<file path="config.mk">
export PLATFORM = sky130hd
export DESIGN_NAME = nv_nvdla_glb_intr_sched
export DESIGN_NICKNAME = d
export VERILOG_FILES = /design/src/rtl/nv_nvdla_glb_pkg.sv /design/src/rtl/nv_nvdla_glb_intr_fifo.sv /design/src/rtl/nv_nvdla_glb_intr_sched.sv
export SDC_FILE = /design/constraint.sdc
export NUM_CORES = 1
export LEC_CHECK = 0
export CAP_MARGIN = 25
export CORE_MARGIN = 3
export CORE_UTILIZATION = 30
export CTS_CLUSTER_DIAMETER = 100
export CTS_CLUSTER_SIZE = 8
export DETAILED_ROUTE_END_ITERATION = 10
export GPL_ROUTABILITY_DRIVEN = 0
export GPL_TIMING_DRIVEN = 0
export PLACE_DENSITY = 0.44
export SETUP_SLACK_MARGIN = 0.3
export SYNTH_ARGS = -nofsm -noshare
export SYNTH_HDL_FRONTEND = slang
export SYNTH_SLANG_ARGS = --single-unit
</file>
<file path="constraint.sdc">
create_clock -name nvdla_core_clk -period 8.38 [get_ports nvdla_core_clk]
set_input_delay 0.838 -clock nvdla_core_clk [delete_from_list [all_inputs] [get_ports nvdla_core_clk]]
set_output_delay 0.838 -clock nvdla_core_clk [all_outputs]
set_load 0.02 [all_outputs]
</file>
<file path="src/rtl/nv_nvdla_glb_pkg.sv">
// nv_nvdla_glb_pkg: shared source IDs, source count and coalescing FSM encoding for the GLB interrupt scheduler
package nv_nvdla_glb_pkg;
  localparam int NUM_SRC = 12;
  localparam int ID_W = 4;
  localparam logic [ID_W-1:0] SRC_SDP0 = 4'd0;
  localparam logic [ID_W-1:0] SRC_SDP1 = 4'd1;
  localparam logic [ID_W-1:0] SRC_CDP0 = 4'd2;
  localparam logic [ID_W-1:0] SRC_CDP1 = 4'd3;
  localparam logic [ID_W-1:0] SRC_PDP0 = 4'd4;
  localparam logic [ID_W-1:0] SRC_PDP1 = 4'd5;
  localparam logic [ID_W-1:0] SRC_CDMA_DAT0 = 4'd6;
  localparam logic [ID_W-1:0] SRC_CDMA_DAT1 = 4'd7;
  localparam logic [ID_W-1:0] SRC_CDMA_WT0 = 4'd8;
  localparam logic [ID_W-1:0] SRC_CDMA_WT1 = 4'd9;
  localparam logic [ID_W-1:0] SRC_CACC0 = 4'd10;
  localparam logic [ID_W-1:0] SRC_CACC1 = 4'd11;
  typedef enum logic [1:0] {
    ST_IDLE  = 2'd0,
    ST_ARMED = 2'd1,
    ST_FIRE  = 2'd2
  } coal_st_e;
endpackage

</file>
<file path="src/rtl/nv_nvdla_glb_intr_fifo.sv">
// nv_nvdla_glb_intr_fifo: show-ahead synchronous FIFO with occupancy count
module nv_nvdla_glb_intr_fifo #(
  parameter int W = 4,
  parameter int DEPTH = 8
) (
  input  logic                     clk,
  input  logic                     rst,
  input  logic                     push_i,
  input  logic [W-1:0]             din_i,
  input  logic                     pop_i,
  output logic [W-1:0]             dout_o,
  output logic                     vld_o,
  output logic [$clog2(DEPTH):0]   cnt_o
);
  localparam int AW = $clog2(DEPTH);
  logic [W-1:0] mem_q [DEPTH];
  logic [AW-1:0] wr_q, rd_q;
  logic [AW:0] cnt_q;
  logic do_push, do_pop;
  assign do_pop = pop_i & (cnt_q != '0);
  assign do_push = push_i & (cnt_q != (AW+1)'(DEPTH));
  assign vld_o = cnt_q != '0;
  assign cnt_o = cnt_q;
  assign dout_o = vld_o ? mem_q[rd_q] : '0;
  // pointers wrap naturally because DEPTH is a power of two
  always_ff @(posedge clk) begin
    if (rst) begin
      wr_q <= '0;
      rd_q <= '0;
      cnt_q <= '0;
    end else begin
      wr_q <= wr_q + AW'(do_push);
      rd_q <= rd_q + AW'(do_pop);
      cnt_q <= cnt_q + (AW+1)'(do_push) - (AW+1)'(do_pop);
    end
  end
  // storage needs no reset; the head is masked while empty
  always_ff @(posedge clk) begin
    if (do_push) mem_q[wr_q] <= din_i;
  end
endmodule

</file>
<file path="src/rtl/nv_nvdla_glb_intr_sched.sv">
// nv_nvdla_glb_intr_sched: done-pulse capture, round-robin event FIFO and interrupt coalescing (optional NVDLA_GLB_INTR_SCHED_STAMP_EN adds per-event cycle stamps)
module nv_nvdla_glb_intr_sched
  import nv_nvdla_glb_pkg::*;
#(
  parameter int FIFO_DEPTH = 8,
  parameter int TMO_W = 16
) (
  input  logic                          nvdla_core_clk,
  input  logic                          nvdla_core_rst,
  input  logic [NUM_SRC-1:0]            done_pulse,
  input  logic [NUM_SRC-1:0]            done_mask,
  input  logic                          evt_rd_req,
  output logic                          evt_rd_vld,
  output logic [ID_W-1:0]               evt_rd_id,
  output logic [$clog2(FIFO_DEPTH):0]   evt_cnt,
  input  logic [$clog2(FIFO_DEPTH):0]   coal_thresh,
  input  logic [TMO_W-1:0]              coal_timeout,
  input  logic                          intr_ack,
  output logic                          core_intr,
  output logic                          ovf_sticky,
  input  logic                          ovf_clr
`ifdef NVDLA_GLB_INTR_SCHED_STAMP_EN
  ,
  output logic [TMO_W-1:0]              evt_rd_stamp
`endif
);
  localparam int CW = $clog2(FIFO_DEPTH) + 1;
`ifdef NVDLA_GLB_INTR_SCHED_STAMP_EN
  localparam int FW = ID_W + TMO_W;
`else
  localparam int FW = ID_W;
`endif
  logic [NUM_SRC-1:0] pend_q, pend_d, cand, gnt_oh;
  logic [ID_W-1:0] rr_q, rr_d, gnt_id;
  logic gnt_vld, ovf_q, ovf_d, intr_q, fire;
  logic [CW-1:0] thr;
  logic [TMO_W-1:0] tmr_q;
  coal_st_e st_q;
  logic [FW-1:0] fifo_din, fifo_dout;

  function automatic logic [ID_W:0] rr_pick(logic [NUM_SRC-1:0] c, logic [ID_W-1:0] ptr);
    logic [ID_W:0] r, s;
    r = '0;
    for (int k = NUM_SRC - 1; k >= 0; k--) begin
      s = (ID_W+1)'(ptr) + (ID_W+1)'(k);
      if (s >= (ID_W+1)'(NUM_SRC)) s = s - (ID_W+1)'(NUM_SRC);
      if (c[s[ID_W-1:0]]) r = {1'b1, s[ID_W-1:0]};
    end
    return r;
  endfunction

  // arbitration, pending/overflow next state and coalescing fire condition
  always_comb begin
    cand = pend_q & ~done_mask;
    {gnt_vld, gnt_id} = (evt_cnt < CW'(FIFO_DEPTH)) ? rr_pick(cand, rr_q) : '0;
    gnt_oh = gnt_vld ? NUM_SRC'(1) << gnt_id : '0;
    pend_d = (pend_q & ~gnt_oh) | done_pulse;
    ovf_d = (|(done_pulse & pend_q & ~gnt_oh)) | (ovf_q & ~ovf_clr);
    rr_d = !gnt_vld ? rr_q : (gnt_id == ID_W'(NUM_SRC - 1)) ? '0 : gnt_id + 1'b1;
    thr = (coal_thresh == '0) ? CW'(1) : coal_thresh;
    fire = (evt_cnt >= thr) || (coal_timeout != '0 && tmr_q == coal_timeout);
  end

  // pending bitmap, round-robin pointer and overflow flag
  always_ff @(posedge nvdla_core_clk) begin
    if (nvdla_core_rst) begin
      pend_q <= '0;
      rr_q <= '0;
      ovf_q <= 1'b0;
    end else begin
      pend_q <= pend_d;
      rr_q <= rr_d;
      ovf_q <= ovf_d;
    end
  end

  // coalescing FSM; core_intr is registered alongside the FIRE state
  always_ff @(posedge nvdla_core_clk) begin
    if (nvdla_core_rst) begin
      st_q <= ST_IDLE;
      tmr_q <= '0;
      intr_q <= 1'b0;
    end else begin
      case (st_q)
        ST_IDLE: begin
          tmr_q <= '0;
          if (evt_cnt != '0) st_q <= ST_ARMED;
        end
        ST_ARMED: begin
          if (evt_cnt == '0) begin
            st_q <= ST_IDLE;
            tmr_q <= '0;
          end else if (fire) begin
            st_q <= ST_FIRE;
            intr_q <= 1'b1;
          end else begin
            tmr_q <= tmr_q + TMO_W'(~&tmr_q);
          end
        end
        ST_FIRE: begin
          if (intr_ack) begin
            tmr_q <= '0;
            intr_q <= 1'b0;
            st_q <= (evt_cnt != '0) ? ST_ARMED : ST_IDLE;
          end
        end
        default: begin
          st_q <= ST_IDLE;
          intr_q <= 1'b0;
        end
      endcase
    end
  end

`ifdef NVDLA_GLB_INTR_SCHED_STAMP_EN
  logic [TMO_W-1:0] stamp_q;
  // free-running cycle stamp recorded with every pushed event
  always_ff @(posedge nvdla_core_clk) begin
    if (nvdla_core_rst) stamp_q <= '0;
    else stamp_q <= stamp_q + 1'b1;
  end
  assign fifo_din = {stamp_q, gnt_id};
  assign {evt_rd_stamp, evt_rd_id} = fifo_dout;
`else
  assign fifo_din = gnt_id;
  assign evt_rd_id = fifo_dout;
`endif

  nv_nvdla_glb_intr_fifo #(.W(FW), .DEPTH(FIFO_DEPTH)) u_fifo (
    .clk    (nvdla_core_clk),
    .rst    (nvdla_core_rst),
    .push_i (gnt_vld),
    .din_i  (fifo_din),
    .pop_i  (evt_rd_req),
    .dout_o (fifo_dout),
    .vld_o  (evt_rd_vld),
    .cnt_o  (evt_cnt)
  );

  assign core_intr = intr_q;
  assign ovf_sticky = ovf_q;
endmodule

</file>
==> flow_summary.json <==
{
  "outcome": "finished clean",
  "grt_start_max_net_pins": 19,
  "critical_path_peak_fanout": 12,
  "period_minus_slack_ns": 7.043,
  "finalWirelength_mm": 20.80,
  "antenna_found_initial": 0,
  "cp-startpoint": "rr_q[1]",
  "worstPathArrival_ns": 7.22,
  "syn_nets": 824,
  "netlist_top_cells_count": "nor2_1 (57), a21oi_1 (51), dfxtp_1 (46)",
  "seqCellArea_sq_um": 1882,
  "total_power_mw": 2.958,
  "internal_power_mw": 1.586,
  "grt_usage_pct": 16.81,
  "design.final.nets": 893,
  "synth_enable_flop_cells": 32,
  "power.combinational.fraction_pct": 64.7,
  "worst_setup_path_end_kind": "register",
  "design.die.area_sq_um": 23960,
  "top_level_ports": 60,
  "critical_path.reg2reg.startpoint": "rr_q[1]",
  "post_drt_via_cell_ratio": 5.583,
  "maxSlewViolCount": 0,
  "area_growth_syn_to_layout_pct": 18.97,
  "number_of_vias_in_the_routed_layout": 6030,
  "final_cells": 1080,
  "vdd.ir_drop.worst_v": 0.0002340,
  "insertion_delay_ns": 0.33,
  "total_negative_slack_for_setup_checks_ns": 0,
  "final_hold_slack_ns": 0.4529,
  "tritoncts": "yes",
  "synth_cell_type_count": 102,
  "reg2reg_setup_slack_ns": 1.34,
  "finalInstanceArea_sq_um": 7900,
  "cts_max_path_buffers": 2,
  "tightestPinTransition_ns": 0.7908,
  "worst_r2r_path_depth": 24,
  "grt_first_pass_wirelength_mm": 32.03,
  "avgSynthCellArea_sq_um": 9.071,
  "clock_tree.htree_level_count": 3,
  "seq_power_share_pct": 20.5,
  "dr.first_iter.drc_count": 379,
  "syn-instance-count": 732,
  "whs_path_depth": 2,
  "worst_clock_skew_ns": 0.004223,
  "timing_worst_setup_path_type": "register to register",
  "leakagePower_nw": 2.873,
  "drt_first_pass_iters": 5,
  "pre_cts_slack_ns": 1.415,
  "cp.required_ns": 8.56,
  "placed_cell_area_sq_um": 7565,
  "timing.final.setup_violations": 0,
  "placement_rows": 53,
  "post_cts_resize_count": 0,
  "timing.slew.headroom_pct": 46.96,
  "clock.fmax_mhz": 142.0,
  "core_area_sq_um": 21350,
  "synthArstFlopShare_pct": 0,
  "synthesis.area_sq_um": 6640,
  "clock-sinks": 78,
  "cts_buffers": 9,
  "port_buffers": 58,
  "r2r_end": "ovf_sticky",
  "yosysSeqAreaShare_pct": 28.34,
  "hold_violations": 0,
  "multi_input_comb_area_sq_um": 4410,
  "antenna_left": 0,
  "cap_violations": 0,
  "dp.final_hpwl_mm": 16.36,
  "clkSlewWorstSetupHoldPaths_ns": 0.06,
  "root_buffer": "clkbuf_16",
  "timing.hold.worst_endpoint": "core_intr",
  "number_of_fillers_in_the_final_layout": 2191,
  "n_antenna_cell": 0,
  "die_width_microns": 154.8,
  "cellPowerDensity_nw_per_um2": 374.4,
  "fp.dieH_microns": 154.8,
  "power.clock.fraction_pct": 14.9,
  "initial_utilization_pct": 31.10,
  "timing.final.ws_setup_ns": 1.337,
  "drcViolationCount": 0,
  "sort_of_element_at_the_start_of_the_critical_path": "register",
  "drive_gt1_share_pct": 11.30,
  "netSwitchingPower_mw": 1.372,
  "synth_top_cell_by_area": "edfxtp_1",
  "unrepaired_setup_endpoints_after_global_routing": "false",
  "cts_post_setup_buffers_inserted": 0,
  "cell_with_the_most_instances_after_synthesis": "nor2_1",
  "yosys_most_used_dff": "dfxtp_1",
  "avgRoutedWirePerCell_microns": 19.26,
  "post-place-cells": 1065,
  "globalRoute.totalOverflow": 0,
  "synth-warning-count": 0,
  "final_util_pct": 37.00,
  "swShare_pct": 46.38,
  "grt_pass1_vias": 5922,
  "min_path_type": "register to register",
  "synth_top_cell_area_share_pct": 14.47,
  "synth_area_leaders": "edfxtp_1 (14%), dfxtp_1 (14%), ha_1 (7.9%)",
  "holdCritStartpoint": "core_intr",
  "final_period_utilization_pct": 84.04,
  "cts_hold_repair_buffers": 0,
  "yosys_register_bits": 78
}
[critical path, cell delays in order, from the launching register on]
cell and delay (ns):
dfxtp_1 0.70, clkinv_1 0.62, ha_1 0.47, a21oi_4 0.28
xnor2_2 0.17, inv_1 0.12, ha_1 0.23, a211oi_1 0.32
a32oi_1 0.16, o211ai_1 0.46, mux2i_1 0.26, a21oi_1 0.13
or3b_1 0.43, a211oi_1 0.21, o21a_1 0.17, a21oi_2 0.07
buf_6 0.17, nor2_1 0.60, ha_1 0.34, ha_1 0.23
nand2_1 0.09, a32oi_1 0.23, a31oi_1 0.06, and4bb_1 0.27
a41oi_1 0.11
[power groups by stage]
stage	Sequential (mW)	Combinational (mW)	Clock (mW)
floorplan	0.600	1.36	0
global placement	0.612	1.88	0
detailed placement	0.614	1.90	0
CTS	0.607	1.91	0.452
global route	0.615	2.11	0.467
finish	0.606	1.91	0.440
[registers in the layout (all words and copies together), names as in the netlist]
| register | count |
|---|---|
| u_fifo.mem_q | 32 |
| tmr_q | 16 |
| pend_q | 12 |
| rr_q | 4 |
| u_fifo.cnt_o | 4 |
| u_fifo.rd_q | 3 |
| u_fifo.wr_q | 3 |
| st_q | 2 |
| core_intr | 1 |
| ovf_sticky | 1 |
[worst max-delay path by stage]
stage | slack, ns | to | depth (start not counted)
2_1_floorplan | 3.10 | ovf_sticky | 24
3_3_place_gp | 1.58 | ovf_sticky | 24
3_5_place_dp | 1.41 | ovf_sticky | 24
4_1_cts | 1.40 | ovf_sticky | 24
5_1_grt | 0.86 | ovf_sticky | 24
6_report | 1.34 | ovf_sticky | 24
[per-layer routing]
| layer | GRT usage [%] | vias to the layer above | wire length, microns | part of all wire [%] |
|---|---|---|---|---|
| met1 | 20.94 | 2979 | 9213 | 44 |
| met2 | 29.89 | 153 | 10330 | 50 |
| met5 | 0 | - | 0 | 0 |
| met3 | 2.098 | 25 | 755 | 3.6 |
| li1 | - | 2873 | - | - |
| met4 | 5.887 | 0 | 506 | 2.4 |
[cell usage in the layout (no fill, tap or decap), drive strengths merged, types with 27 or more instances in the layout]
master / n
clkdlybuf4s50: 58
o21ai: 30
ha: 42
edfxtp: 32
nand2: 42
inv: 39
nor2: 59
a21oi: 53
clkbuf: 27
dfxtp: 46
[cell families (layout without fill, tap and decap cells)]
| family | Yosys count | after routing | share of synthesized area, % |
|---|---|---|---|
| AO/OA/AOI/OAI | 182 | 182 | 19.52 |
| XOR/XNOR | 37 | 37 | 5.107 |
| adder cells (fa/ha/maj) | 43 | 43 | 8.216 |
| buffers and inverters | 76 | 149 | 5.238 |
| flip-flops | 78 | 78 | 28.34 |
| multiplexers | 33 | 33 | 8.385 |
| AND/OR/NAND/NOR | 283 | 283 | 25.19 |
[layout make-up]
type / count / area share [%]
timing repair buffer: 58 / 7.349
clock inverter: 6 / 1.394
inverter: 40 / 1.901
tap: 275 / 4.355
sequential: 78 / 23.82
buffer: 36 / 2.502
multi-input combinational: 578 / 55.83
clock buffer: 9 / 2.851
(Power assumes the default switching activity.)
==> RTL change 1, RTL diff (same settings) <==
`FIFO_DEPTH`: 8 -> 16.
--- a/src/rtl/nv_nvdla_glb_intr_sched.sv
+++ b/src/rtl/nv_nvdla_glb_intr_sched.sv
@@ -4,3 +4,3 @@
 #(
-  parameter int FIFO_DEPTH = 8,
+  parameter int FIFO_DEPTH = 16,
   parameter int TMO_W = 16
Ports: changed (resized coal_thresh and evt_cnt); port bits go from 60 to 62. The function was not compared with the original's and may differ.
==> RTL change 1 against the unedited design <==
Sequential cell count grew 35. Worst setup slack gained 0.34 ns. Via count grew 15%. Maximum frequency grew 5.1%. Total power grew 39%. Sequential power grew 51%. Clock power grew 59%. Clock skew grew 0.0052 ns. Die area grew 24%. Wire length grew 27%. Critical path depth grew 1. Cell area grew 26%. Area after synthesis grew 25%.
==> RTL change 1: results (changes against the unedited design) <==
- Run status: completed
- Share of flip-flops with an asynchronous set or reset: 0% (unchanged)
- Hold Path Class: register to register
- First-pass GRT wire length: 40.0 mm (+25%)
- Met2 Use GR: 28.4% (-1.5 points)
- Drt initial violations: 452 (+19%)
- Worst reg2reg path startpoint: rr_q[2]
- Switching share of total power: 45.9% (-0.43 points)
- Worst-path fanout max: 18 (+6)
- Clock transition at path regs: 0.06 ns (about the same)
- Largest net degree at the start of global routing: 25 (+6)
- Final Skew: 0.00946 ns (+0.00524 ns)
- R2r setup slk: 1.68 ns (+0.34 ns)
- FF-to-FF path depth: 25 (+4.2%)
- Post-CTS resize count: 0 (unchanged)
- CP arrival: 6.96 ns (-0.26 ns)
- Diodes inserted: 0 (unchanged)
- Area after DPL: 0.00939 mm^2 (+24%)
- Worst VDD drop: 0.000222 V (-5.0%)
- Relative slew slack: 38.1% (-8.9 points)
- Grt met1 use: 25.1% (+4.2 points)
- WL final: 26.4 mm (+27%)
- RR Endpoint: ovf_sticky
- P_leak: 0.00357 uW (+24%)
- Met3 wire length: 1.15 mm (+52%)
- I/O Buffers: 61 (+5.2%)
- Clock-net power: 698 uW (+59%)
- Top_reg_cell synth: edfxtp_1
- Routed WL per cell: 20.3 um (+5.4%)
- Cell family with most CP delay: simple AND/OR/NAND/NOR gates
- Initial antenna violation count: 1 (+1)
- Clk root buf: clkbuf_16
- Synth top area cells: edfxtp_1, dfxtp_1, mux4_2, ha_1, nor2_1
- Worst-Skew Late Latency: 0.42 ns (+0.09 ns)
- Worst Hold Slack: 0.477 ns (+0.0239 ns)
- Total CTS buffers: 17 (+8)
- Share of layout cells above drive strength 1: 13.8% (+2.5 points)
- Sequential area share after synthesis: 35.0% (+6.6 points)
- Placed cell count: 1268 (+19%)
- Post-synth top cells: nor2_1, edfxtp_1, a21oi_1, dfxtp_1, nand2_1
- Yosys cell types: 102 (unchanged)
- GRT met3 Usage: 3.41% (+1.3 points)
- CP max-delay cell: nor4_1
- WHS Endpoint: core_intr
- Critical Path Max Stage Delay: 0.67 ns (-0.03 ns)
- Seq power: 913 uW (+51%)
- Met2 wire length: 12.3 mm (+19%)
- Top flop regs: u_fifo.mem_q (64), tmr_q (16), pend_q (12)
- Post-Syn Instances: 834 (+14%)
- Final #Nets: 1009 (+13%)
- Max Used Layer: met5
- Vias in the first global route: 6702 (+13%)
- Vias per cell: 5.33 (-4.5%)
- Detailed placer's ending HPWL: 20.7 mm (+27%)
- Post-synth EDFFs: 64 (+100%)
- CTS H-Tree Depth: 4 (+1)
- Mapped Nets: 928 (+13%)
- GRT Total Usage: 17.9% (+1.1 points)
- M1 WL: 12.5 mm (+36%)
-- RTL change 1: area by class of cell --
class	count	area, um^2
clock buffers	18	429
well taps	372	465
fillers	2772	17100
multi-input cells	643	5050
flip-flops and latches	113	2900
clock inverters	13	138
plain buffers	38	195
inverters	40	153
repair buffers	62	622
-- RTL change 1: logic make-up (layout without fill, tap and decap cells) --
logic type | after synthesis | after routing | synth area share (%)
compound gates | 201 | 201 | 18.7
xor+xnor | 42 | 42 | 4.70
fa+ha+maj | 44 | 44 | 6.72
buf+inv | 78 | 171 | 4.19
flops | 113 | 113 | 35.0
mux | 44 | 44 | 10.4
simple gates | 312 | 312 | 20.4
-- RTL change 1: metrics by stage --
stage	util [%]	setup WS, ns	total power, uW
6_report	36.7	1.68	4100
5_1_grt	36.7	1.19	4390
4_1_cts	36.7	1.66	4130
3_5_place_dp	34.7	1.70	3410
3_3_place_gp	34.6	1.67	3410
2_1_floorplan	-	3.12	2610
==> RTL change 2, RTL diff (same settings) <==
Made on the original files. Encoding of `coal_st_e`: now one-hot (3 bits for 3 values).
--- a/src/rtl/nv_nvdla_glb_pkg.sv
+++ b/src/rtl/nv_nvdla_glb_pkg.sv
@@ -16,6 +16,6 @@
   localparam logic [ID_W-1:0] SRC_CACC1 = 4'd11;
-  typedef enum logic [1:0] {
-    ST_IDLE  = 2'd0,
-    ST_ARMED = 2'd1,
-    ST_FIRE  = 2'd2
+  typedef enum logic [2:0] {
+    ST_IDLE  = 3'b001,
+    ST_ARMED = 3'b010,
+    ST_FIRE  = 3'b100
   } coal_st_e;
Check against the original RTL: same outputs for any inputs over 4 cycles, from zero or initial values and one cycle with nvdla_core_rst high; so few cycles prove little.
==> RTL change 2 against the unedited design <==
Final cell count increased by 5.5%. Worst setup slack gained 0.015 ns. Total power grew 2.3%. Wire length up 9.4%. Cell area grew 2.5%. Sequential cell count rose by 1. Area after synthesis up 3.4%. Non-clock buffer count is the same. Highest routed layer is now met5. Largest power group unchanged. Core utilization fell by 0.47 points.
==> RTL change 2: results (changes against the unedited design) <==
- Run status: completed
- Yosys cell types: 90 (-12%)
- Synth top area cells: edfxtp_1, dfxtp_1, ha_1, mux4_2, a21oi_1
- Sequential area share after synthesis: 27.7% (-0.63 points)
- Largest net degree at the start of global routing: 18 (-1)
- Worst VDD drop: 0.000169 V (-28%)
- Diodes inserted: 0 (unchanged)
- Worst-path fanout max: 11 (-1)
- Total CTS buffers: 9 (unchanged)
- Mapped Nets: 875 (+6.2%)
- WL final: 22.8 mm (+9.4%)
- Top_reg_cell synth: dfxtp_1
- Post-Route Setup TNS: 0 ns (unchanged)
- Vias in the first global route: 6312 (+6.6%)
- Worst-Skew Late Latency: roughly 0.34 ns
- Register Area: 0.00190 mm^2 (+1.1%)
- Final Non-Filler Cells: 1139 (+5.5%)
- First-pass GRT wire length: 35.4 mm (+10%)
- Clk root buf: clkbuf_16
- Post-synth EDFFs: 32 (unchanged)
- Share of layout cells above drive strength 1: 10.4% (-0.94 points)
- Area after DPL: 0.00780 mm^2 (+3.2%)
- P_leak: 0.00296 uW (+3.1%)
- Top flop regs: u_fifo.mem_q (32), tmr_q (16), pend_q (12)
- Hold Path Class: register to register
- Yosys warns: 0 (unchanged)
- Final #Nets: 946 (+5.9%)
- CTS H-Tree Depth: 3 (unchanged)
- Drt initial violations: 410 (+8.2%)
- Clock buffer depth: 2 (unchanged)
- Synth Area per Inst: 8.77 um^2 (-3.4%)
- CP arrival: 7.21 ns (about the same)
- Detailed placer's ending HPWL: 17.9 mm (+9.6%)
- DRT Pass-1 Iters: 5 (unchanged)
- Final Skew: 0.00464 ns (+0.000419 ns)
- Post-CTS resize count: 0 (unchanged)
- Post-synth top cells: nor2_1, a21oi_1, nand2_1, dfxtp_1, ha_1
- GRT Total Usage: 18.5% (+1.7 points)
- Number of cell rows: 54 (+1.9%)
- Share of flip-flops with an asynchronous set or reset: 0% (unchanged)
- Initial antenna violation count: 1 (+1)
- Relative slew slack: 34.8% (-12 points)
- Clock transition at path regs: 0.06 ns (about the same)
- Filler cell count: 2282 (+4.2%)
- Postcts setup bufs: 0 (unchanged)
- I/O Buffers: 59 (+1.7%)
- Vias per cell: 5.60 (+0.37%)
[RTL change 2: final timing paths]
| path | slack, ns | cells past startpoint | start | to |
|---|---|---|---|---|
| setup / recovery | 1.35 | 23 | rr_q[1] | ovf_sticky |
| hold / removal | 0.49 | 2 | core_intr | core_intr |
| setup reg to reg | 1.35 | 23 | rr_q[1] | ovf_sticky |
| hold reg to reg | 0.49 | 2 | core_intr | core_intr |
[RTL change 2: cells by family (layout without fill, tap and decap cells)]
| family | after synthesis | count (layout) | synth area share, % |
|---|---|---|---|
| simple gates | 309 | 309 | 24.2 |
| compound gates | 201 | 201 | 20.7 |
| flops | 79 | 79 | 27.7 |
| buf+inv | 74 | 150 | 4.58 |
| fa+ha+maj | 43 | 43 | 7.95 |
| xor+xnor | 40 | 40 | 5.21 |
| mux | 37 | 37 | 9.66 |
[RTL change 2: cell type report]
class | instances | share of cell area (%)
tap | 280 | 4.33
multi-input combinational | 630 | 57.4
inverter | 40 | 1.86
buffer | 34 | 2.03
timing repair buffer | 60 | 7.39
clock inverter | 7 | 0.696
clock buffer | 9 | 2.78
sequential | 79 | 23.5
[RTL change 2: per-layer routing]
metal / up-vias / track usage (%) / wire length (um)
met3: 32 / 3.13 / 1040
met4: 2 / 5.62 / 478
met5: - / 0 / 9
met2: 198 / 30.7 / 10700
met1: 3088 / 24.6 / 10600
li1: 3063 / - / -
[RTL change 2: where the power goes]
group	internal, uW	total, uW	leakage, uW	switching (uW)
Clock	204	375	0.000132	171
Combinational	769	2030	0.00215	1260
Sequential	557	620	0.000683	63.2
Total	1530	3030	0.00296	1500
[RTL change 2: worst max-delay path: stages, from the launching register on]
cell and delay, ns:
dfxtp_1 0.56, clkinv_1 0.54, ha_1 0.47, a21oi_2 0.30, xnor2_1 0.30, inv_1 0.10
ha_1 0.22, a21o_1 0.20, or3_1 0.31, a311oi_1 0.52, a21boi_0 0.74, o21ai_0 0.20
o31ai_1 0.23, a221o_1 0.19, a21oi_1 0.20, or2_1 0.31, inv_2 0.16, ha_1 0.25
ha_1 0.18, inv_1 0.04, a211oi_1 0.32, o2bb2ai_1 0.14, nor4_2 0.20, a41oi_1 0.17
[RTL change 2: stage by stage]
stage | setup slack [ns] | hold WS, ns
finish | 1.35 | 0.493
detailed placement | 1.10 | 0.477
CTS | 1.04 | 0.490
global placement | 1.19 | 0.487
floorplan | 3.13 | 0.465
global route | 0.816 | 0.555
